$ cat config.mk
export PLATFORM = sky130hd
export DESIGN_NAME = serial_carry_adder
export DESIGN_NICKNAME = d
export VERILOG_FILES = /design/src/rtl/serial_carry_adder.sv
export SDC_FILE = /design/constraint.sdc
export NUM_CORES = 1
export LEC_CHECK = 0
export CORE_ASPECT_RATIO = 1.1
export CORE_MARGIN = 8
export CORE_UTILIZATION = 55
export CTS_BUF_LIST = sky130_fd_sc_hd__clkbuf_4 sky130_fd_sc_hd__clkbuf_8 sky130_fd_sc_hd__clkbuf_16
export DETAILED_ROUTE_END_ITERATION = 10
export MAX_ROUTING_LAYER = met4
export PLACE_DENSITY = 0.81
export SYNTH_ARGS = -nofsm -noshare
export SYNTH_HDL_FRONTEND = slang
export SYNTH_SLANG_ARGS = --single-unit
$ cat constraint.sdc
create_clock -name iClk -period 2.44 [get_ports iClk]
set_input_delay 0.61 -clock iClk [delete_from_list [all_inputs] [get_ports iClk]]
set_output_delay 0.61 -clock iClk [all_outputs]
set_load 0.01 [all_outputs]
$ cat src/rtl/serial_carry_adder.sv
// Bit-serial N-bit adder: one full-adder slice per clock, LSB first, with a registered carry.
// Accepts a start in IDLE or DONE and publishes sum/carry only on the completing edge.
module serial_carry_adder #(
  parameter int unsigned N = 16
) (
  input  logic         iClk,
  input  logic         iRst,
  input  logic         iStart,
  input  logic [N-1:0] iA,
  input  logic [N-1:0] iB,
  input  logic         iCarry,
  output logic [N-1:0] oSum,
  output logic         oCarry,
  output logic         oBusy,
  output logic         oDone
);

  localparam int unsigned CW = $clog2(N);

  typedef enum logic [1:0] {
    IDLE = 2'd0,
    RUN  = 2'd1,
    DONE = 2'd2
  } state_e;

  state_e          state_q, state_d;
  logic [N-1:0]    a_sh_q, a_sh_d;
  logic [N-1:0]    b_sh_q, b_sh_d;
  logic [N-2:0]    s_sh_q, s_sh_d;
  logic            c_q, c_d;
  logic [CW-1:0]   cnt_q, cnt_d;
  logic [N-1:0]    sum_q, sum_d;
  logic            carry_q, carry_d;
  logic            busy_q, busy_d;
  logic            done_q, done_d;

  logic            sum_bit_c;
  logic            cout_c;
  logic [N-1:0]    shifted_c;

  // Single full-adder slice fed by the operand LSBs and the carry register
  always_comb begin
    sum_bit_c = a_sh_q[0] ^ b_sh_q[0] ^ c_q;
    cout_c    = (a_sh_q[0] & b_sh_q[0]) | (c_q & (a_sh_q[0] ^ b_sh_q[0]));
    shifted_c = {sum_bit_c, s_sh_q};
  end

  always_ff @(posedge iClk) begin
    if (iRst) begin
      state_q <= IDLE;
      a_sh_q  <= '0;
      b_sh_q  <= '0;
      s_sh_q  <= '0;
      c_q     <= 1'b0;
      cnt_q   <= '0;
      sum_q   <= '0;
      carry_q <= 1'b0;
      busy_q  <= 1'b0;
      done_q  <= 1'b0;
    end else begin
      state_q <= state_d;
      a_sh_q  <= a_sh_d;
      b_sh_q  <= b_sh_d;
      s_sh_q  <= s_sh_d;
      c_q     <= c_d;
      cnt_q   <= cnt_d;
      sum_q   <= sum_d;
      carry_q <= carry_d;
      busy_q  <= busy_d;
      done_q  <= done_d;
    end
  end

  always_comb begin
    state_d = state_q;
    a_sh_d  = a_sh_q;
    b_sh_d  = b_sh_q;
    s_sh_d  = s_sh_q;
    c_d     = c_q;
    cnt_d   = cnt_q;
    sum_d   = sum_q;
    carry_d = carry_q;
    busy_d  = 1'b0;
    done_d  = 1'b0;

    unique case (state_q)
      IDLE, DONE: begin
        state_d = IDLE;
        if (iStart) begin
          a_sh_d  = iA;
          b_sh_d  = iB;
          s_sh_d  = '0;
          c_d     = iCarry;
          cnt_d   = '0;
          state_d = RUN;
        end
      end
      RUN: begin
        a_sh_d = {1'b0, a_sh_q[N-1:1]};
        b_sh_d = {1'b0, b_sh_q[N-1:1]};
        s_sh_d = shifted_c[N-1:1];
        c_d    = cout_c;
        cnt_d  = cnt_q + CW'(1);
        // Last bit: publish the full result in the same edge
        if (cnt_q == CW'(N - 1)) begin
          sum_d   = shifted_c;
          carry_d = cout_c;
          state_d = DONE;
        end
      end
      default: state_d = IDLE;
    endcase

    busy_d = (state_d == RUN);
    done_d = (state_d == DONE);
  end

  assign oSum   = sum_q;
  assign oCarry = carry_q;
  assign oBusy  = busy_q;
  assign oDone  = done_q;

endmodule
* After elaboration in Yosys (flattened, before gate mapping)
Cells that the tools add are included.
Storage, ports and cells: flip-flop bits (word level) 73, latch bits 0, RAM bits 0, ROM bits 0, bits of input ports 36, output and inout port bits 19, word-level logic and storage cells 40, memories 0
Operators by class: add/sub/neg operators 1, $mul 0, div/mod/pow operators 0, magnitude comparators 0, equal/unequal tests 6, shift-type cells 0, multiplexer cells 13, bitwise operators 5, reductions and logical operators 5
Operators by type and width (number):
- one-hot mux 16 bit (2 select lines) | 2
- 2-to-1 mux 16 bit | 2
- one-hot mux 15 bit (2 select lines) | 1
- 2-to-1 mux 15 bit | 1
- one-hot mux 4 bit (2 select lines) | 1
- adder 4 x 1 -> 4 bit, second input constant | 1
- == test 2 x 1 -> 1 bit, second input constant | 2
- == test 2 bit, second input constant | 2
- == test 4 bit, second input constant | 1
- 2-to-1 mux 4 bit | 1
- one-hot mux 2 bit (2 select lines) | 1
- AND reduction 2 bit | 2
- bitwise AND 1 bit | 2
- logical NOT 2 bit | 1
- 2-to-1 mux 1 bit | 2
- 2-to-1 mux 2 bit | 1
- != test 2 bit, second input constant | 1
- one-hot mux 1 bit (2 select lines) | 1
- nonzero test 2 bit | 1
- OR reduction 2 bit | 1
- bitwise XOR 1 bit | 2
- bitwise OR 1 bit | 1

* Longest topological paths before layout
Gate-level depths: netlist of the first run.
depth in word-level cells 4, gate-level depth with buffers 6, gate-level depth less buffers 5

* Worst setup path before layout of the first run
No wires, ideal clock.
path type input to register, start point input port iStart, end point register c_q, library setup time 0.132 ns, arrival time 1.273 ns, data required time 2.308 ns, path slack 1.035 ns, stages 5, buffers on the path 2, cells stage by stage nor2b_1 clkbuf_1 buf_2 a22oi_1 a21oi_1
Between the ends: longest elaborated chain between the ends 2
RTL lines:
- start, declared | RTL line 8 | input logic iStart,
- != test 2 bit (no line)
- AND reduction 2 bit (no line)
- end signal, assigned | RTL line 54 | c_q <= 1'b0;
- end signal, assigned | RTL line 65 | c_q <= c_d;
- end, declared | RTL line 30 | logic c_q, c_d;
No other way between the ends. A chain may end at the register's enable or synchronous reset.

* Worst setup path in the final report of the first run
start point register sum_q[4], in the netlist oSum[4], end point output port oSum[4]
RTL lines:
- start, declared | RTL line 32 | logic [N-1:0] sum_q, sum_d;
- start signal, assigned | RTL line 67 | sum_q <= sum_d;
- end, declared | RTL line 12 | output logic [N-1:0] oSum,
No word-level cell between the ends.

==> results_dict.tcl, run 1 <==
set metrics [dict create \
    instances_no_fill 404 \
    cts_hold_buffers 0 \
    die_area_um2 7690 \
    ioPinCount 55 \
    cts_setup_buffers 0 \
    synth_top_area_cell "dfxtp_1" \
    dpl.hpwl_um 4160 \
    rsz0062_at_grt "no" \
    crit_path_start_kind "flip-flop" \
    fin_skew_ns 0.00566 \
    num_antenna_cells 0 \
    nNetsFinal 379 \
    htreeDepth 3 \
    clockPowerShare_pct 39.6 \
    critical_path_class "reg2out" \
    drv_slew 0 \
    final.period_utilization_pct 76.1 \
    cts_tree "built" \
    final_util_pct 72.1 \
    critPathRequiredTime_ns 1.83 \
    clk-insertion-delay-late_ns 0.35 \
    cts_root_buffer "clkbuf_8" \
    crit_buf_inv 1 \
    antenna_found_initial 0 \
    vdd_drop_max_uv 480 \
    relSlewSlack_pct 57.0 \
    slowest_stage "clkdlybuf4s50_1" \
    drc 0 \
    syn-num-nets 337 \
    numPortBuffers 54 \
    synth_top_area_share_pct 51.7 \
    switching_share_pct 23.4 \
    grt_usage_pct 17.1 \
    start_util_pct 56.9 \
    worst-path-max-fanout 2 \
    min_period_ns 1.86 \
    wl_per_cell_um 15.8 \
    fillers 404 \
    ys_types 30 \
    p_seq_share_pct 49.8 \
    wirelength_um 6390 \
    maxCapViolCount 0 \
    routed_via_density 5.79 \
    cts.path.max_buffers 2 \
    path_cells "clkdlybuf4s50_1" \
    ys_ff_latch 73 \
    crit_path_max_incr_delay_ns 0.55 \
    drive_gt1_share_pct 13.9 \
    final_hold_viol_count 0 \
    grt_max_degree 43 \
    grt_overflow 0 \
    gp_congestion 0.714 \
    clock.fmax_mhz 539 \
    setup_tns_ns 0 \
    internal-power_mw 1.94 \
    crit_path_end_kind "output pin" \
    grt_pass1_vias 2232 \
    die_w_um 84.4 \
    arrival_ns 1.25 \
    first_pass_iters 4 \
    status "complete, no violations" \
    area_delta_synth_final_pct 26.7 \
    ctsResizeCount 0 \
    p_per_area_nw_per_um2 706 \
    syn-cell-area_um2 2830 \
    clk_pin_slew_ns 0.07 \
    first_iter_violations 107 \
    setup_violations 0 \
    yosysWarnings 0 \
    fp-row-count 27 \
    pwr-share-comb_pct 10.6 \
    synthCells 299 \
    core_area_um2 4970 \
    antenna_left 0 \
    syn_avg_cell_area_um2 9.45 \
    cp_top_family "buffers and inverters" \
    numCtsBuffers 9 \
    via_count 2339 \
    synthTopCellsByArea "dfxtp_1, a21oi_1, nand3_1, a22oi_1, a22o_2" \
    cts_num_sinks 73 \
    post-place-cells 388 \
    tightest_slew_ns 0.643 \
    seq_area_frac_synth_pct 51.7 \
    p_switching_mw 0.592 \
    power.leakage_nw 1.25 \
    grt_pass1_wl_um 10600 \
    die_h_um 91.2 \
    hold_class "reg2reg" \
]
[per-layer routing]
| metal | GRT usage [%] | vias to the layer above | wire (µm) |
|---|---|---|---|
| li1 | - | 1167 | - |
| met1 | 19.7 | 1100 | 2770 |
| met3 | 4.74 | 9 | 305 |
| met4 | 9.92 | 0 | 119 |
| met5 | - | - | 0 |
| met2 | 26.0 | 63 | 3200 |
[synthesized netlist by cell type]
library cell  instances
nand2b_1              3
a22oi_1              31
o21ai_0               1
a41oi_4               1
nand3_1              50
dfxtp_1              73
nor3b_1               1
or2b_1                1
buf_2                16
a21oi_1              52
a22o_2               16
ha_1                  1
buf_6                 3
nor2_1                1
a311oi_1              1
clkbuf_1              8
nand4_1               1
nor3_1                1
nor2b_4               1
nor3_4                1
buf_1                 1
nor2b_1               1
nand2_1              20
nand3b_2              1
mux2_2                1
or3_2                 1
buf_4                 2
inv_1                 6
and2_1                2
fa_1                  1
[layout make-up]
| class | count | area [µm²] | area share [%] |
|---|---|---|---|
| Timing Repair Buffer | 61 | 626 | 17.5 |
| Tap cell | 58 | 72.6 | 2.03 |
| Multi-Input combinational cell | 190 | 1180 | 33.1 |
| Clock inverter | 2 | 35.0 | 0.978 |
| Sequential cell | 73 | 1460 | 40.8 |
| Clock buffer | 14 | 180 | 5.03 |
| Inverter | 6 | 22.5 | 0.629 |
[power by group through the flow]
stage | sequential, mW | clock, mW | combinational [mW]
after floorplan | 1.28 | 0 | 0.169
after global routing | 1.27 | 1.06 | 0.292
after CTS | 1.26 | 1.01 | 0.268
after global placement | 1.29 | 0 | 0.261
final | 1.26 | 1.00 | 0.267
after detailed placement | 1.29 | 0 | 0.267
[final timing paths]
| kind | start | end | slack [ns] | depth (start not counted) |
|---|---|---|---|---|
| max | oSum[4] | oSum[4] | 0.58 | 1 |
| min | a_sh_q[14] | a_sh_q[14] | 0.47 | 2 |
| min reg2reg | a_sh_q[14] | a_sh_q[14] | 0.47 | 2 |
| max reg2reg | state_q[0] | cnt_q[3] | 0.74 | 4 |
[placed cells by master (no fill, tap or decap), types with 2 or more instances in the layout]
cell type / instances
nand2b_1: 2
a22oi_1: 31
buf_12: 3
dfxtp_1: 73
inv_1: 6
a21oi_1: 52
clkbuf_4: 2
buf_4: 4
nand3_1: 50
clkdlybuf4s50_1: 53
a22o_2: 16
clkbuf_8: 12
and2_1: 2
nand2_1: 20
[cell families (layout without fill, tap and decap cells)]
| family | after synthesis | in the layout | share of synthesized area, % |
|---|---|---|---|
| flip-flops | 73 | 73 | 51.7 |
| AND/OR/NAND/NOR | 85 | 85 | 15.6 |
| adder cells (fa/ha/maj) | 2 | 2 | 1.15 |
| AO/OA/AOI/OAI | 102 | 102 | 24.6 |
| buffers and inverters | 36 | 83 | 6.55 |
| multiplexers | 1 | 1 | 0.398 |
[sequential cells by signal, summed over array words and instances, names as in the netlist]
signal   cells
a_sh_q      16
b_sh_q      16
oSum        16
s_sh_q      15
cnt_q        4
state_q      2
c_q          1
oBusy        1
oCarry       1
oDone        1
[per-stage QoR]
step / cell area, µm² / power, mW / hold slack [ns] / setup WS, ns
finish: 3580 / 2.53 / 0.468 / 0.583
global route: 3580 / 2.62 / 0.485 / 0.548
CTS: 3580 / 2.54 / 0.468 / 0.570
detailed placement: 3370 / 1.55 / 0.458 / 0.319
global placement: 3370 / 1.55 / 0.453 / 0.392
floorplan: 2830 / 1.45 / 0.445 / 1.03
No activity file was read; power rests on OpenSTA's default activity.
==> run 2: changes to the inputs <==
Settings changed: CORE_UTILIZATION 55 to 51, PLACE_DENSITY 0.81 to 0.76.
Clock period 2.44 ns to 1.9 ns, I/O delays scaled along.
==> results_dict.tcl, run 2 (synthesis gave the netlist of run 1 again) <==
set metrics [dict create \
    p_per_area_nw_per_um2 906 \
    num_antenna_cells 0 \
    cts_setup_buffers 0 \
    path_cells "clkdlybuf4s50_1" \
    grt_pass1_vias 2354 \
    internal-power_mw 2.56 \
    antenna_left 0 \
    nNetsFinal 385 \
    switching_share_pct 22.9 \
    cts_hold_buffers 0 \
    slowest_stage "clkdlybuf4s50_1" \
    p_switching_mw 0.760 \
    setup_violations 0 \
    maxCapViolCount 0 \
    cp_top_family "buffers and inverters" \
    cts_root_buffer "clkbuf_8" \
    status "complete, no violations" \
    layout_commonest_cell "dfxtp_1" \
    numPortBuffers 54 \
    final_hold_viol_count 0 \
    antenna_found_initial 0 \
    power.leakage_nw 1.28 \
    crit_path_start_kind "flip-flop" \
    arrival_ns 1.23 \
    min_period_ns 1.71 \
    fin_skew_ns 0.00630 \
    cts.path.max_buffers 2 \
    vdd_drop_max_uv 537 \
    drv_slew 0 \
    routed_via_density 5.68 \
    die_area_um2 8180 \
    area_delta_synth_final_pct 29.6 \
    relSlewSlack_pct 60.2 \
    tightest_slew_ns 0.595 \
    start_util_pct 52.7 \
    cts_num_sinks 73 \
    setup_tns_ns 0 \
    ctsResizeCount 0 \
    first_pass_iters 4 \
    fp-row-count 28 \
    dpl.hpwl_um 4130 \
    ioPinCount 55 \
    wirelength_um 6270 \
    clk-insertion-delay-late_ns 0.34 \
    core_area_um2 5360 \
    crit_buf_inv 1 \
    htreeDepth 3 \
    drc 0 \
    crit_path_end_kind "output pin" \
    final.period_utilization_pct 89.9 \
    critPathRequiredTime_ns 1.42 \
    final_cell_mix "dfxtp_1, clkdlybuf4s50_1, a21oi_1" \
    grt_overflow 0 \
    die_w_um 87.0 \
    wl_per_cell_um 14.7 \
    hold_class "reg2reg" \
    via_count 2424 \
    rsz0062_at_grt "no" \
    first_iter_violations 74 \
    cts_tree "built" \
    numCtsBuffers 9 \
    p_seq_share_pct 48.8 \
    die_h_um 94.1 \
    clockPowerShare_pct 40.7 \
    clock.fmax_mhz 585 \
    grt_max_degree 38 \
    crit_path_max_incr_delay_ns 0.55 \
    worst-path-max-fanout 2 \
    drive_gt1_share_pct 15.3 \
    pwr-share-comb_pct 10.5 \
    power.total_mw 3.32 \
    clk_pin_slew_ns 0.07 \
    gp_congestion 0.756 \
    grt_usage_pct 16.9 \
    grt_pass1_wl_um 10700 \
    critical_path_class "reg2out" \
]
run 2: layer usage:
layer  global-route usage, %  share of wire, %  wire, µm  vias up
li1                        -                 -         -     1179
met1                    19.7                44      2730     1173
met2                    26.0                49      3100       58
met3                    3.24               4.3       271       14
met4                    10.9               2.7       172        0
met5                       -                 0         0        -
run 2: stage by stage:
step | cell area (µm²) | utilization, % | std cells | setup WS (ns) | hold WS, ns
floorplan | 2830 | - | 299 | 0.594 | 0.445
global placement | 3430 | 64.1 | 411 | 0.151 | 0.454
detailed placement | 3430 | 64.1 | 411 | 0.120 | 0.458
CTS | 3660 | 68.3 | 427 | 0.162 | 0.452
global route | 3660 | 68.3 | 427 | 0.148 | 0.474
finish | 3660 | 68.3 | 427 | 0.191 | 0.465
run 2: worst paths after layout:
path / startpoint / endpoint / slack (ns) / cells past startpoint
worst max-delay path: oSum[13] / oSum[13] / 0.19 / 1
worst min-delay path: b_sh_q[5] / b_sh_q[5] / 0.47 / 2
worst max register to register: cnt_q[0] / oSum[6] / 0.41 / 5
worst min register to register: b_sh_q[5] / b_sh_q[5] / 0.47 / 2
run 2: final cells by class:
cell class                 count  area, µm²
clock buffer                  11        151
clock inverter                 5       77.6
fill                         440       1700
inverter                       6       22.5
multi-input combinational    190       1180
sequential                    73       1460
tap                           75       93.8
timing repair buffer          67        671
run 2: power by group through the flow:
stage	clock network [mW]	logic [mW]	registers, mW
finish	1.35	0.349	1.62
global placement	0	0.344	1.65
floorplan	0	0.217	1.65
global route	1.46	0.384	1.62
CTS	1.38	0.351	1.62
detailed placement	0	0.350	1.65
